===== config.mk =====
export PLATFORM = sky130hd
export DESIGN_NAME = uart_rx_flat
export DESIGN_NICKNAME = d
export VERILOG_FILES = /design/src/rtl/uart_rx_if.sv /design/src/rtl/uart_rx.sv /design/src/flat_wrapper.sv
export SDC_FILE = /design/constraint.sdc
export NUM_CORES = 1
export LEC_CHECK = 0
export ABC_AREA = 1
export CORE_ASPECT_RATIO = 1.2
export CORE_MARGIN = 8
export CORE_UTILIZATION = 45
export DETAILED_ROUTE_END_ITERATION = 6
export HOLD_SLACK_MARGIN = 0.12
export PLACE_DENSITY = 0.68
export SYNTH_ARGS = -nofsm -noshare
export SYNTH_HDL_FRONTEND = slang
export SYNTH_SLANG_ARGS = --single-unit

===== constraint.sdc =====
create_clock -name clk -period 2.46 [get_ports clk]
set_clock_uncertainty 0.1 [all_clocks]
set_input_delay 0.246 -clock clk [delete_from_list [all_inputs] [get_ports clk]]
set_output_delay 0.246 -clock clk [all_outputs]
set_load 0.005 [all_outputs]

===== src/rtl/uart_rx_if.sv =====
// Receive-side bundle of the 8N1 UART: serial pin in, byte/strobe/status out.
// The master modport is the receiver itself; the slave side drives the pin and consumes bytes.
interface uart_rx_if;
    logic       rx;
    logic [7:0] rx_data;
    logic       rx_valid;
    logic       frame_err;
    logic       led;

    modport master (input rx, output rx_data, rx_valid, frame_err, led);
    modport slave  (output rx, input rx_data, rx_valid, frame_err, led);
endinterface


===== src/rtl/uart_rx.sv =====
// 8N1 UART receiver: two-flop synchronizer, falling-edge start detect, mid-bit sampling.
// Emits one-cycle rx_valid / frame_err strobes and toggles led on every good byte.
module uart_rx #(
    parameter int CLK_FREQ = 50_000_000,
    parameter int BAUD     = 9600
) (
    input  logic      clk,
    input  logic      rst,
    uart_rx_if.master bus
);
    localparam int BAUD_CNT_MAX = CLK_FREQ / BAUD - 1;
    localparam int HALF_CNT     = BAUD_CNT_MAX / 2;
    localparam int CNT_W        = $clog2(BAUD_CNT_MAX + 1);
    localparam logic [CNT_W-1:0] CNT_MAX_C  = CNT_W'(BAUD_CNT_MAX);
    localparam logic [CNT_W-1:0] CNT_HALF_C = CNT_W'(HALF_CNT);

    typedef enum logic [1:0] {IDLE, START, DATA, STOP} state_t;

    state_t           state_q, state_d;
    logic [CNT_W-1:0] cnt_q, cnt_d;
    logic [2:0]       bit_idx_q, bit_idx_d;
    logic [7:0]       shreg_q, shreg_d;
    logic             rx_s1, rx_s2, rx_d;
    logic [1:0]       fill_q;
    logic             armed_q;
    logic             fall;
    logic             valid_d, ferr_d;
    logic [7:0]       data_q;
    logic             valid_q, ferr_q, led_q;

    // The synchronizer resets to 1, so a line already low at reset release would look
    // like a falling edge. Arm edge detection only once a real high has come through.
    always_ff @(posedge clk) begin
        if (rst) begin
            rx_s1   <= 1'b1;
            rx_s2   <= 1'b1;
            rx_d    <= 1'b1;
            fill_q  <= 2'b00;
            armed_q <= 1'b0;
        end else begin
            rx_s1  <= bus.rx;
            rx_s2  <= rx_s1;
            rx_d   <= rx_s2;
            fill_q <= {fill_q[0], 1'b1};
            if (fill_q[1] && rx_s2)
                armed_q <= 1'b1;
        end
    end

    assign fall = armed_q && rx_d && !rx_s2;

    always_ff @(posedge clk) begin
        if (rst) begin
            state_q   <= IDLE;
            cnt_q     <= '0;
            bit_idx_q <= '0;
            shreg_q   <= '0;
        end else begin
            state_q   <= state_d;
            cnt_q     <= cnt_d;
            bit_idx_q <= bit_idx_d;
            shreg_q   <= shreg_d;
        end
    end

    always_comb begin
        state_d   = state_q;
        cnt_d     = cnt_q;
        bit_idx_d = bit_idx_q;
        shreg_d   = shreg_q;
        valid_d   = 1'b0;
        ferr_d    = 1'b0;
        case (state_q)
            IDLE: begin
                cnt_d = '0;
                if (fall)
                    state_d = START;
            end
            START: begin
                if (cnt_q == CNT_HALF_C) begin
                    cnt_d = '0;
                    if (!rx_s2) begin
                        state_d   = DATA;
                        bit_idx_d = '0;
                    end else begin
                        state_d = IDLE;
                    end
                end else begin
                    cnt_d = cnt_q + 1'b1;
                end
            end
            DATA: begin
                if (cnt_q == CNT_MAX_C) begin
                    cnt_d              = '0;
                    shreg_d[bit_idx_q] = rx_s2;
                    if (bit_idx_q == 3'd7)
                        state_d = STOP;
                    else
                        bit_idx_d = bit_idx_q + 1'b1;
                end else begin
                    cnt_d = cnt_q + 1'b1;
                end
            end
            STOP: begin
                if (cnt_q == CNT_MAX_C) begin
                    cnt_d   = '0;
                    state_d = IDLE;
                    valid_d = rx_s2;
                    ferr_d  = !rx_s2;
                end else begin
                    cnt_d = cnt_q + 1'b1;
                end
            end
            default: state_d = IDLE;
        endcase
    end

    always_ff @(posedge clk) begin
        if (rst) begin
            data_q  <= 8'h00;
            valid_q <= 1'b0;
            ferr_q  <= 1'b0;
            led_q   <= 1'b1;
        end else begin
            valid_q <= valid_d;
            ferr_q  <= ferr_d;
            if (valid_d) begin
                data_q <= shreg_q;
                led_q  <= ~led_q;
            end
        end
    end

    assign bus.rx_data   = data_q;
    assign bus.rx_valid  = valid_q;
    assign bus.frame_err = ferr_q;
    assign bus.led       = led_q;
endmodule

===== src/flat_wrapper.sv =====
// flat-port wrapper written by rule: the top's interface ports become plain ports
module uart_rx_flat 
#(
    parameter int CLK_FREQ = 50_000_000,
    parameter int BAUD     = 9600
)
  (clk, rst, bus_rx, bus_rx_data, bus_rx_valid, bus_frame_err, bus_led);
  uart_rx_if bus_i ();
  input  logic clk;
  input  logic rst;
  input wire logic [$bits(bus_i.rx)-1:0] bus_rx;
  output wire logic [$bits(bus_i.rx_data)-1:0] bus_rx_data;
  output wire logic [$bits(bus_i.rx_valid)-1:0] bus_rx_valid;
  output wire logic [$bits(bus_i.frame_err)-1:0] bus_frame_err;
  output wire logic [$bits(bus_i.led)-1:0] bus_led;
  assign bus_i.rx = bus_rx;
  assign bus_rx_data = bus_i.rx_data;
  assign bus_rx_valid = bus_i.rx_valid;
  assign bus_frame_err = bus_i.frame_err;
  assign bus_led = bus_i.led;
  uart_rx #(.CLK_FREQ(CLK_FREQ), .BAUD(BAUD)) u_core (.clk(clk), .rst(rst), .bus(bus_i));
endmodule

==> results.cfg <==
[outcome]
outcome = completed

[detailed_routing]
drcViolationCount = 0
drt-initial-drc-count = 68
vias = 1725
vias_per_cell = 4.97
wl_per_cell_um = 11.8
antenna_left = 0
drt_first_pass_iters = 4
routed_wl_um = 4090

[cts]
cts_tree = built
cts_buffers = 5
cts-resized-gates = 0
worstSkewPairLatency_ps = 290
clkTransAtPathRegs_ps = 80
cts.sinks = 43
clock_path_buffers = 2
cts-root-buf = clkbuf_8
htree_levels = 2
hold_buffers = 0
cts_setup_buffers = 0

[worst_setup_path]
timing.rr.start = u_core.cnt_q[0]
cp-startpoint = u_core.cnt_q[0]
endpoint = u_core.cnt_q[5]
crit_required_ps = 2520
cp.arrival_ps = 2050
worst_path_most_repeated_cell = nand2_2
cp_slowest_stage_delay_ps = 430
rrSetupSlack_ps = 470
start_kind = flip-flop
ff2ff_path_depth = 8
cpLargestDelayFamily = simple AND/OR/NAND/NOR gates
rr_endpoint = u_core.cnt_q[5]
crit_fanout = 13
worstSetupPathDepth = 8
critical_path_class = reg2reg
cp_slowest_cell = o21ai_4
cp_num_buf_inv = 0
end_kind = flip-flop
cp_cell_sequence = ha_1 > nand2_2 > nor2_4 > nand3_4 > nand2_1 > nand2_2 > o21ai_4 > nor3_1

[power]
total_leakage_power_uw = 0.000887
p_per_area_nw_per_um2 = 683
vdd_drop_max_v = 0.000465
total_power_uw = 1620

[die]
io_pins = 14
rows = 27
core_sq_um = 4490
die-area_sq_um = 6960
die_y_um = 89.8
start_util_pct = 45.5
fp.dieW_um = 77.5

[placed_design]
portBuffers = 13
place.gp.congestion = 0.847
dpl-instance-area_sq_um = 2230
hpwl_um = 3100

[synthesis]
ys.flop_type = dfxtp_1
synth-edff-count = 0
synth.most_common_cell = nand2_1
synth-seq-cells = 43
syn_area_per_cell_sq_um = 7.52
synth_top_area_share_pct = 42.1
ys_top_cells_by_area = dfxtp_1 (42%), nand2_1 (9.2%), nor2_1 (6.6%)
synth_fp_nets = 282
synth_cell_types = 29
ys_seq_area_share_pct = 42.1
netlist_instances = 272
netlist_area_sq_um = 2040
ys_top_cells_by_count = nand2_1 (50), dfxtp_1 (43), nor2_1 (36), inv_1 (28), nor3_1 (17)
yosys_warnings = 0
ys_async_sr_fraction_pct = 0
yosys.area.top_type = dfxtp_1

[cells_and_area]
ff_latch_area_sq_um = 861
fillers = 433
nets = 298
antenna_cells = 0
drive_above_1_share_pct = 13.8
syn2layout_area_growth_pct = 15.7
finalInstanceArea_sq_um = 2370
multi_input_area_sq_um = 1030

[global_routing]
grt.overflow.total = 0
grt_pass1_wl_um = 7220
grt_start_max_net_pins = 19
track_usage_pct = 12.4
grt_pass1_vias = 1651
antenna_found_initial = 0

[sta]
min_period_ps = 1990
relSlewSlack_pct = 64.2
worst_pin_slew_ps = 537
rsz0062_at_grt = false
final.period_utilization_pct = 80.7
hold_viol = 0
setup_viol = 0
finalMaxSlewViolations = 0
fmaxAchievable_mhz = 503
hold_slack_ps = 302
setup_tns_ps = 0

[flow_run]
max_cap_viol_count = 0

[worst_hold_path]
hold_path.class = reg2reg
## worst min-delay path by stage
stage                     startpoint          endpoint  slack [ps]  cells past startpoint
CTS                 u_core.fill_q[0]  u_core.fill_q[1]         310                      2
finish              u_core.fill_q[0]  u_core.fill_q[1]         300                      2
global route        u_core.fill_q[0]  u_core.fill_q[1]         320                      2
floorplan                     bus_rx      u_core.rx_s1         250                      1
detailed placement  u_core.fill_q[0]  u_core.fill_q[1]         290                      2
global placement    u_core.fill_q[0]  u_core.fill_q[1]         290                      2
## worst reg2reg max path: cells and delay by family, from the launching register on
family / cells / cell delay (ps)
fa+ha+maj: 1 / 250
compound gates: 1 / 430
flops: 1 / 410
simple gates: 6 / 680
## cell families (layout without fill, tap and decap cells)
logic type / after synthesis / after routing / share of synthesized area, %
buffers and inverters: 37 / 54 / 7.28
adder cells (fa/ha/maj): 7 / 7 / 4.28
AO/OA/AOI/OAI: 27 / 27 / 8.02
AND/OR/NAND/NOR: 153 / 153 / 36.2
XOR/XNOR: 5 / 5 / 2.14
flip-flops: 43 / 43 / 42.1
## cell type report
type                       count  area share, %
tap                           58           3.07
multi-input combinational    192           43.7
timing repair buffer          16           6.45
inverter                      30           4.76
clock inverter                 2           2.54
clock buffer                   6           3.07
sequential                    43           36.4
## metrics by stage
stage | worst slack [ps] | util, % | cells
6_report | 474 | 52.7 | 347
5_1_grt | 277 | 52.7 | 347
4_1_cts | 454 | 52.7 | 347
3_5_place_dp | 477 | 49.7 | 339
3_3_place_gp | 516 | 49.7 | 339
2_1_floorplan | 759 | - | 272
## power breakdown
part           total, uW  switching (uW)  leakage [uW]  internal [uW]
sequential           746            25.4      0.000348            721
combinational        235             155      0.000474           79.8
clock                636             230     0.0000654            406
## flip-flops by register name, indices dropped and copies added, names as in the netlist, named ones only
name                  count
u_core.bus.led            1
u_core.rx_s2              1
u_core.shreg_q            8
u_core.bus.rx_valid       1
u_core.bit_idx_q          3
u_core.bus.rx_data        8
u_core.rx_s1              1
u_core.rx_d               1
u_core.armed_q            1
u_core.bus.frame_err      1
u_core.cnt_q             13
u_core.state_q            1
u_core.fill_q             2
## cell usage in the layout, fill, tap and decap left out
| cell type | Yosys | routed |
|---|---|---|
| a21oi_1 | 12 | 12 |
| buf_4 | 0 | 3 |
| bufinv_16 | 0 | 2 |
| clkbuf_1 | 4 | 1 |
| clkbuf_8 | 0 | 5 |
| clkdlybuf4s50_1 | 0 | 13 |
| dfxtp_1 | 43 | 43 |
| ha_1 | 7 | 7 |
| inv_1 | 28 | 28 |
| inv_2 | 2 | 2 |
| nand2_1 | 50 | 50 |
| nand2_2 | 4 | 4 |
| nand3_1 | 15 | 15 |
| nand3_2 | 1 | 1 |
| nand3_4 | 1 | 1 |
| nand4_1 | 6 | 6 |
| nor2_1 | 36 | 36 |
| nor2_2 | 14 | 14 |
| nor2_4 | 1 | 1 |
| nor3_1 | 17 | 17 |
| nor3_2 | 2 | 2 |
| nor3_4 | 1 | 1 |
| nor4_1 | 1 | 1 |
| o211a_1 | 3 | 3 |
| o21a_1 | 1 | 1 |
| o21ai_0 | 9 | 9 |
| o21ai_1 | 1 | 1 |
| o21ai_4 | 1 | 1 |
| or2_0 | 1 | 1 |
| or2_2 | 3 | 3 |
| xor2_1 | 5 | 5 |
## per-layer routing
layer / GRT usage [%] / part of all wire, %
met1: 13.8 / 46
met2: 21.4 / 49
met3: 3.29 / 2.9
met4: 5.52 / 2.0
met5: 0 / 0
(Power assumes the default switching activity.)
